--- src/rtl/sevenseg_pkg.sv ---
// rtl/sevenseg_pkg.sv - segment patterns, error codes and receiver FSM encoding
package sevenseg_pkg;

  // Active-high gfedcba patterns shared with the display-side encoder.
  localparam logic [6:0] SEG_0     = 7'h3F;
  localparam logic [6:0] SEG_1     = 7'h06;
  localparam logic [6:0] SEG_2     = 7'h5B;
  localparam logic [6:0] SEG_3     = 7'h4F;
  localparam logic [6:0] SEG_4     = 7'h66;
  localparam logic [6:0] SEG_5     = 7'h6D;
  localparam logic [6:0] SEG_6     = 7'h7D;
  localparam logic [6:0] SEG_7     = 7'h07;
  localparam logic [6:0] SEG_8     = 7'h7F;
  localparam logic [6:0] SEG_9     = 7'h6F;
  localparam logic [6:0] SEG_BLANK = 7'h00;

  localparam logic [1:0] ERR_NONE        = 2'd0;
  localparam logic [1:0] ERR_BAD_PATTERN = 2'd1;
  localparam logic [1:0] ERR_SYNC        = 2'd2;
  localparam logic [1:0] ERR_OVERFLOW    = 2'd3;

  localparam logic [9:0] VALUE_MAX = 10'd255;

  typedef enum logic [2:0] {
    ST_HUNT,
    ST_DIG_H,
    ST_DIG_T,
    ST_DIG_O,
    ST_WAIT_BLANK
  } state_t;

endpackage

--- src/rtl/sevenseg_pattern_decoder.sv ---
// rtl/sevenseg_pattern_decoder.sv - maps a segment pattern to a BCD digit or blank
module sevenseg_pattern_decoder
  import sevenseg_pkg::*;
(
  input  logic [6:0] seg,
  output logic [3:0] digit,
  output logic       is_digit,
  output logic       is_blank
);

  always_comb begin
    digit    = 4'd0;
    is_digit = 1'b1;
    is_blank = 1'b0;
    case (seg)
      SEG_0:     digit = 4'd0;
      SEG_1:     digit = 4'd1;
      SEG_2:     digit = 4'd2;
      SEG_3:     digit = 4'd3;
      SEG_4:     digit = 4'd4;
      SEG_5:     digit = 4'd5;
      SEG_6:     digit = 4'd6;
      SEG_7:     digit = 4'd7;
      SEG_8:     digit = 4'd8;
      SEG_9:     digit = 4'd9;
      SEG_BLANK: begin
        is_digit = 1'b0;
        is_blank = 1'b1;
      end
      default:   is_digit = 1'b0;
    endcase
  end

endmodule

--- src/rtl/sevenseg_stream_receiver.sv ---
// rtl/sevenseg_stream_receiver.sv - reassembles hundreds/tens/ones frames from a strobed segment bus
module sevenseg_stream_receiver
  import sevenseg_pkg::*;
(
  input  logic       clk,
  input  logic       rst_n,
  input  logic [6:0] seg,
  input  logic       strobe,
  output logic [7:0] value,
  output logic       frame_valid,
  output logic       err,
  output logic [1:0] err_code,
  output logic       locked
);

  logic [3:0] digit;
  logic       is_digit;
  logic       is_blank;
  logic [9:0] acc;
  logic [9:0] sum;
  state_t     state;

  sevenseg_pattern_decoder u_decoder (
    .seg      (seg),
    .digit    (digit),
    .is_digit (is_digit),
    .is_blank (is_blank)
  );

  // acc never exceeds 99 when a digit is appended, so the sum fits in 10 bits.
  assign sum = acc * 10'd10 + 10'(digit);

  always_ff @(posedge clk or negedge rst_n) begin
    if (!rst_n) begin
      state       <= ST_HUNT;
      acc         <= 10'd0;
      value       <= 8'd0;
      frame_valid <= 1'b0;
      err         <= 1'b0;
      err_code    <= ERR_NONE;
      locked      <= 1'b0;
    end else begin
      frame_valid <= 1'b0;
      err         <= 1'b0;
      if (strobe) begin
        case (state)
          ST_HUNT: begin
            if (is_blank) begin
              state  <= ST_DIG_H;
              acc    <= 10'd0;
              locked <= 1'b1;
            end
          end
          ST_DIG_H, ST_DIG_T, ST_DIG_O: begin
            if (is_digit) begin
              acc <= sum;
              if (state == ST_DIG_H) begin
                state <= ST_DIG_T;
              end else if (state == ST_DIG_T) begin
                state <= ST_DIG_O;
              end else begin
                state <= ST_WAIT_BLANK;
                if (sum > VALUE_MAX) begin
                  err      <= 1'b1;
                  err_code <= ERR_OVERFLOW;
                end else begin
                  value       <= sum[7:0];
                  frame_valid <= 1'b1;
                end
              end
            end else if (is_blank) begin
              // An early blank is taken as the start of a fresh frame.
              state    <= ST_DIG_H;
              acc      <= 10'd0;
              err      <= 1'b1;
              err_code <= ERR_SYNC;
            end else begin
              state    <= ST_HUNT;
              locked   <= 1'b0;
              err      <= 1'b1;
              err_code <= ERR_BAD_PATTERN;
            end
          end
          ST_WAIT_BLANK: begin
            if (is_blank) begin
              state <= ST_DIG_H;
              acc   <= 10'd0;
            end else begin
              state    <= ST_HUNT;
              locked   <= 1'b0;
              err      <= 1'b1;
              err_code <= ERR_SYNC;
            end
          end
          default: begin
            state  <= ST_HUNT;
            locked <= 1'b0;
          end
        endcase
      end
    end
  end

endmodule

--- config.mk ---
export PLATFORM = sky130hd
export DESIGN_NAME = sevenseg_stream_receiver
export DESIGN_NICKNAME = d
export VERILOG_FILES = /design/src/rtl/sevenseg_pkg.sv /design/src/rtl/sevenseg_pattern_decoder.sv /design/src/rtl/sevenseg_stream_receiver.sv
export SDC_FILE = /design/constraint.sdc
export NUM_CORES = 1
export LEC_CHECK = 0
export CORE_MARGIN = 2
export CORE_UTILIZATION = 55
export DETAILED_ROUTE_END_ITERATION = 8
export PLACE_DENSITY = 0.88
export SLEW_MARGIN = 10
export SYNTH_ARGS = -nofsm -noshare
export SYNTH_HDL_FRONTEND = slang
export SYNTH_SLANG_ARGS = --single-unit
--- constraint.sdc ---
create_clock -name clk -period 3.7 [get_ports clk]
set_input_delay 0.925 -clock clk [delete_from_list [all_inputs] [get_ports clk]]
set_output_delay 0.925 -clock clk [all_outputs]
set_load 0.03 [all_outputs]
==> flow_metrics.py <==
metrics = {
    "timing": {
        "tightest_slew_ps": 603,
        "slew_violations": 0,
        "period_share_pct": 99.7,
        "period_minus_slack_ps": 3690,
        "setup_viol": 0,
        "max_freq_ghz": 0.271,
        "hold_slack_ps": 531,
        "slew_headroom_pct": 59.8,
        "hold_violations": 0,
        "finClkSkew_ps": 6.85,
    },
    "synthesis": {
        "yosys_warnings": 0,
        "yosys.area.top_type_share_pct": 34.1,
        "avgSynthCellArea_um2": 10.7,
        "syn_nets": 197,
        "synth_commonest_cells": "25 x dfrtp_1, 14 x ha_1, 10 x a21oi_1",
        "synth.most_common_cell": "dfrtp_1",
        "synth_area_leaders": "dfrtp_1 34%, ha_1 9.5%, mux2_4 6.5%",
        "syn_inst": 171,
        "yosys.area.top_type": "dfrtp_1",
        "synthesis.area_um2": 1830,
        "async_flop_share_pct": 100,
        "yosysSeqAreaShare_pct": 34.1,
        "ys_dominant_reg_cell": "dfrtp_1",
        "yosysUniqueCellTypes": 53,
        "synth_edf_count": 0,
        "synth.ff_latch_count": 25,
    },
    "floorplan": {
        "num_rows": 20,
        "initial_core_util_pct": 59.1,
        "fp.dieW_um": 61.8,
        "pin_count": 23,
        "coreArea_um2": 3100,
        "dieArea_um2": 3810,
        "die_y_um": 61.8,
    },
    "critical_path": {
        "worst_ep_arrival_time_ps": 3900,
        "cp-end-kind": "register",
        "r2r-start": "acc[1]$_DFFE_PN0P_",
        "cp.buffers_inverters": 3,
        "cp.required_ps": 3910,
        "path_max_fanout": 6,
        "r2r_setup_slack_ps": 380,
        "start_kind": "input pin",
        "crit_path_frequent_cell": "buf_4",
        "cp_slowest_cell": "clkdlybuf4s50_1",
        "path_delay_family": "compound AO/OA/AOI/OAI gates",
        "r2r_cells": 12,
        "cp_cell_sequence": "clkdlybuf4s50_1 > buf_4 > nor3b_2 > o211ai_1 > a21boi_4 > ha_1 > a21oi_2 > o21ai_2 > o2111ai_1 > xnor2_1 > buf_4 > nor2_4 > nand3_4 > mux2_4",
        "crit_path_max_incr_delay_ps": 460,
        "critical_path_class": "input pin to register",
        "rr_endpoint": "value[4]$_DFFE_PN0P_",
    },
    "detailed_routing": {
        "wire_per_inst_um": 17.1,
        "drc": 0,
        "drt-pass1-iter-count": 6,
        "wirelength_um": 4520,
        "vias": 1610,
        "ant_nets": 0,
        "drtIter0Drc": 59,
        "viasPerCell": 6.10,
    },
    "clock_network": {
        "htree_levels": 1,
        "cts_hold_buf": 0,
        "clockBufferDepth": 2,
        "cts-root-buf": "clkbuf_4",
        "cts_buffers": 3,
        "clock-sinks": 25,
        "clk_pin_slew_ps": 130,
        "cts_tree": "built",
        "clk_latency_ps": 310,
    },
    "run_status": {
        "status": "complete, no violations",
    },
    "final_layout": {
        "nNetsFinal": 247,
        "utilization_pct": 76.5,
        "syn_to_final_growth_pct": 29.3,
        "fin_cells": 264,
        "layout-drive-gt1-share_pct": 29.1,
        "diodes": 0,
    },
    "placement": {
        "place_congestion": 0.861,
        "io_buffers": 22,
        "dp_cells": 255,
        "detailed_place_hpwl_um": 3330,
    },
    "power": {
        "irDropWorstVdd_mv": 0.135,
        "power_frac_comb_pct": 34.3,
        "cellLeakagePower_nw": 1.15,
        "p_int_uw": 438,
        "power.share.clock_pct": 18.6,
        "p_sw_share_pct": 34.2,
        "power_density_nw_per_um2": 280,
        "power.switching_uw": 227,
        "seq_power_share_pct": 47.1,
    },
    "min_path": {
        "hp-start": "acc[7]$_DFFE_PN0P_",
        "hold_depth": 1,
        "min_path_type": "register to register",
        "min_delay_worst_endpoint": "acc[7]$_DFFE_PN0P_",
    },
    "grt": {
        "grt_pass1_wl_um": 7200,
        "grt.met1_usage_pct": 31.5,
        "top_usage_layer": "met2",
        "met3_usage_pct": 2.90,
        "use_met2_pct": 45.1,
        "overflow": 0,
        "grt_use_total_pct": 25.7,
        "grt_antenna_before_repair": 0,
        "grt_max_degree": 26,
        "first_global_vias": 1548,
    },
    "job": {
        "cap_violations": 0,
    },
}
==> stage by stage <==
stage | instance area [µm²] | setup slack, ps | power [mW] | setup TNS (ps)
after detailed placement | 2260 | -487 | 0.533 | -5130
after global routing | 2370 | -68.1 | 0.702 | -402
after floorplan | 1830 | 76.3 | 0.451 | 0
final | 2370 | 11.9 | 0.664 | 0
after global placement | 2260 | -319 | 0.519 | -3100
after CTS | 2320 | 43.2 | 0.659 | 0
==> cell families (layout without fill, tap and decap cells) <==
| family | after synthesis | count (layout) | synth area share [%] |
|---|---|---|---|
| compound gates | 47 | 47 | 19.9 |
| xor+xnor | 11 | 11 | 6.00 |
| fa+ha+maj | 16 | 16 | 11.7 |
| buf+inv | 15 | 63 | 3.55 |
| flops | 25 | 25 | 34.1 |
| mux | 10 | 10 | 7.71 |
| simple gates | 47 | 48 | 17.1 |
==> state kept, by name, summed over array words and instances (netlist names) <==
register     cells
value            8
locked           1
frame_valid      1
err              1
err_code         2
acc              9
state            3
==> per-layer routing <==
layer  up-vias  wire, µm
met2        79      2330
met4         0       187
met1       764      1800
li1        745         -
met3        22       204
met5         -         0
==> worst max-delay path by stage <==
stage / start / to / slack, ps / cells after the start
3_3_place_gp: seg[3] / value[0]$_DFFE_PN0P_ / -320 / 12
5_1_grt: seg[0] / value[4]$_DFFE_PN0P_ / -70 / 14
2_1_floorplan: seg[5] / value[0]$_DFFE_PN0P_ / 80 / 12
6_report: seg[0] / value[4]$_DFFE_PN0P_ / 10 / 14
4_1_cts: seg[3] / value[4]$_DFFE_PN0P_ / 40 / 14
3_5_place_dp: seg[3] / value[4]$_DFFE_PN0P_ / -490 / 13
==> cells in the final DEF (no fill, tap or decap), types with 3 or more instances in the layout <==
master / Yosys / layout
a21oi_1: 10 / 9
a22o_1: 9 / 9
buf_4: 0 / 28
clkbuf_4: 0 / 3
clkdlybuf4s50_1: 0 / 20
dfrtp_1: 25 / 25
ha_1: 14 / 13
inv_1: 7 / 7
mux2_4: 8 / 8
nand2_1: 8 / 8
nand2b_1: 3 / 3
nand3_1: 4 / 4
nand3_2: 3 / 3
nand3b_1: 3 / 3
nor2_1: 9 / 9
o21ai_0: 5 / 4
o21bai_1: 3 / 3
xnor2_1: 4 / 4
xor2_1: 6 / 6
==> repair_timing <==
action,CTS,global route
setup buffers,0,4
resized for setup,5,7
pin swaps,2,7
cloned,1,0
endpoints found under the setup margin,9,9
==> worst register-to-register path: cells and delay by family, from the launching register on <==
kind	cells	cell delay, ps
DFF	1	470
muxes	1	330
AOI/OAI and AO/OA	2	390
adders and majority gates	3	1040
buffers and inverters	2	230
xor gates and xnor gates	1	190
and+or+nand+nor	3	550
==> final cells by class <==
type	instances	area (µm²)
repair buffers	50	435
flip-flops and latches	25	626
clock buffers	4	26.3
fillers	212	731
well taps	44	55.1
multi-input cells	132	1200
inverters	9	33.8
==> power by group through the flow <==
stage | Sequential, mW | Clock, mW | Combinational (mW)
5_1_grt | 0.316 | 0.137 | 0.249
2_1_floorplan | 0.320 | 0 | 0.132
6_report | 0.313 | 0.123 | 0.228
3_3_place_gp | 0.315 | 0 | 0.204
3_5_place_dp | 0.317 | 0 | 0.216
4_1_cts | 0.312 | 0.124 | 0.223
No activity file was read; power rests on OpenSTA's default activity.
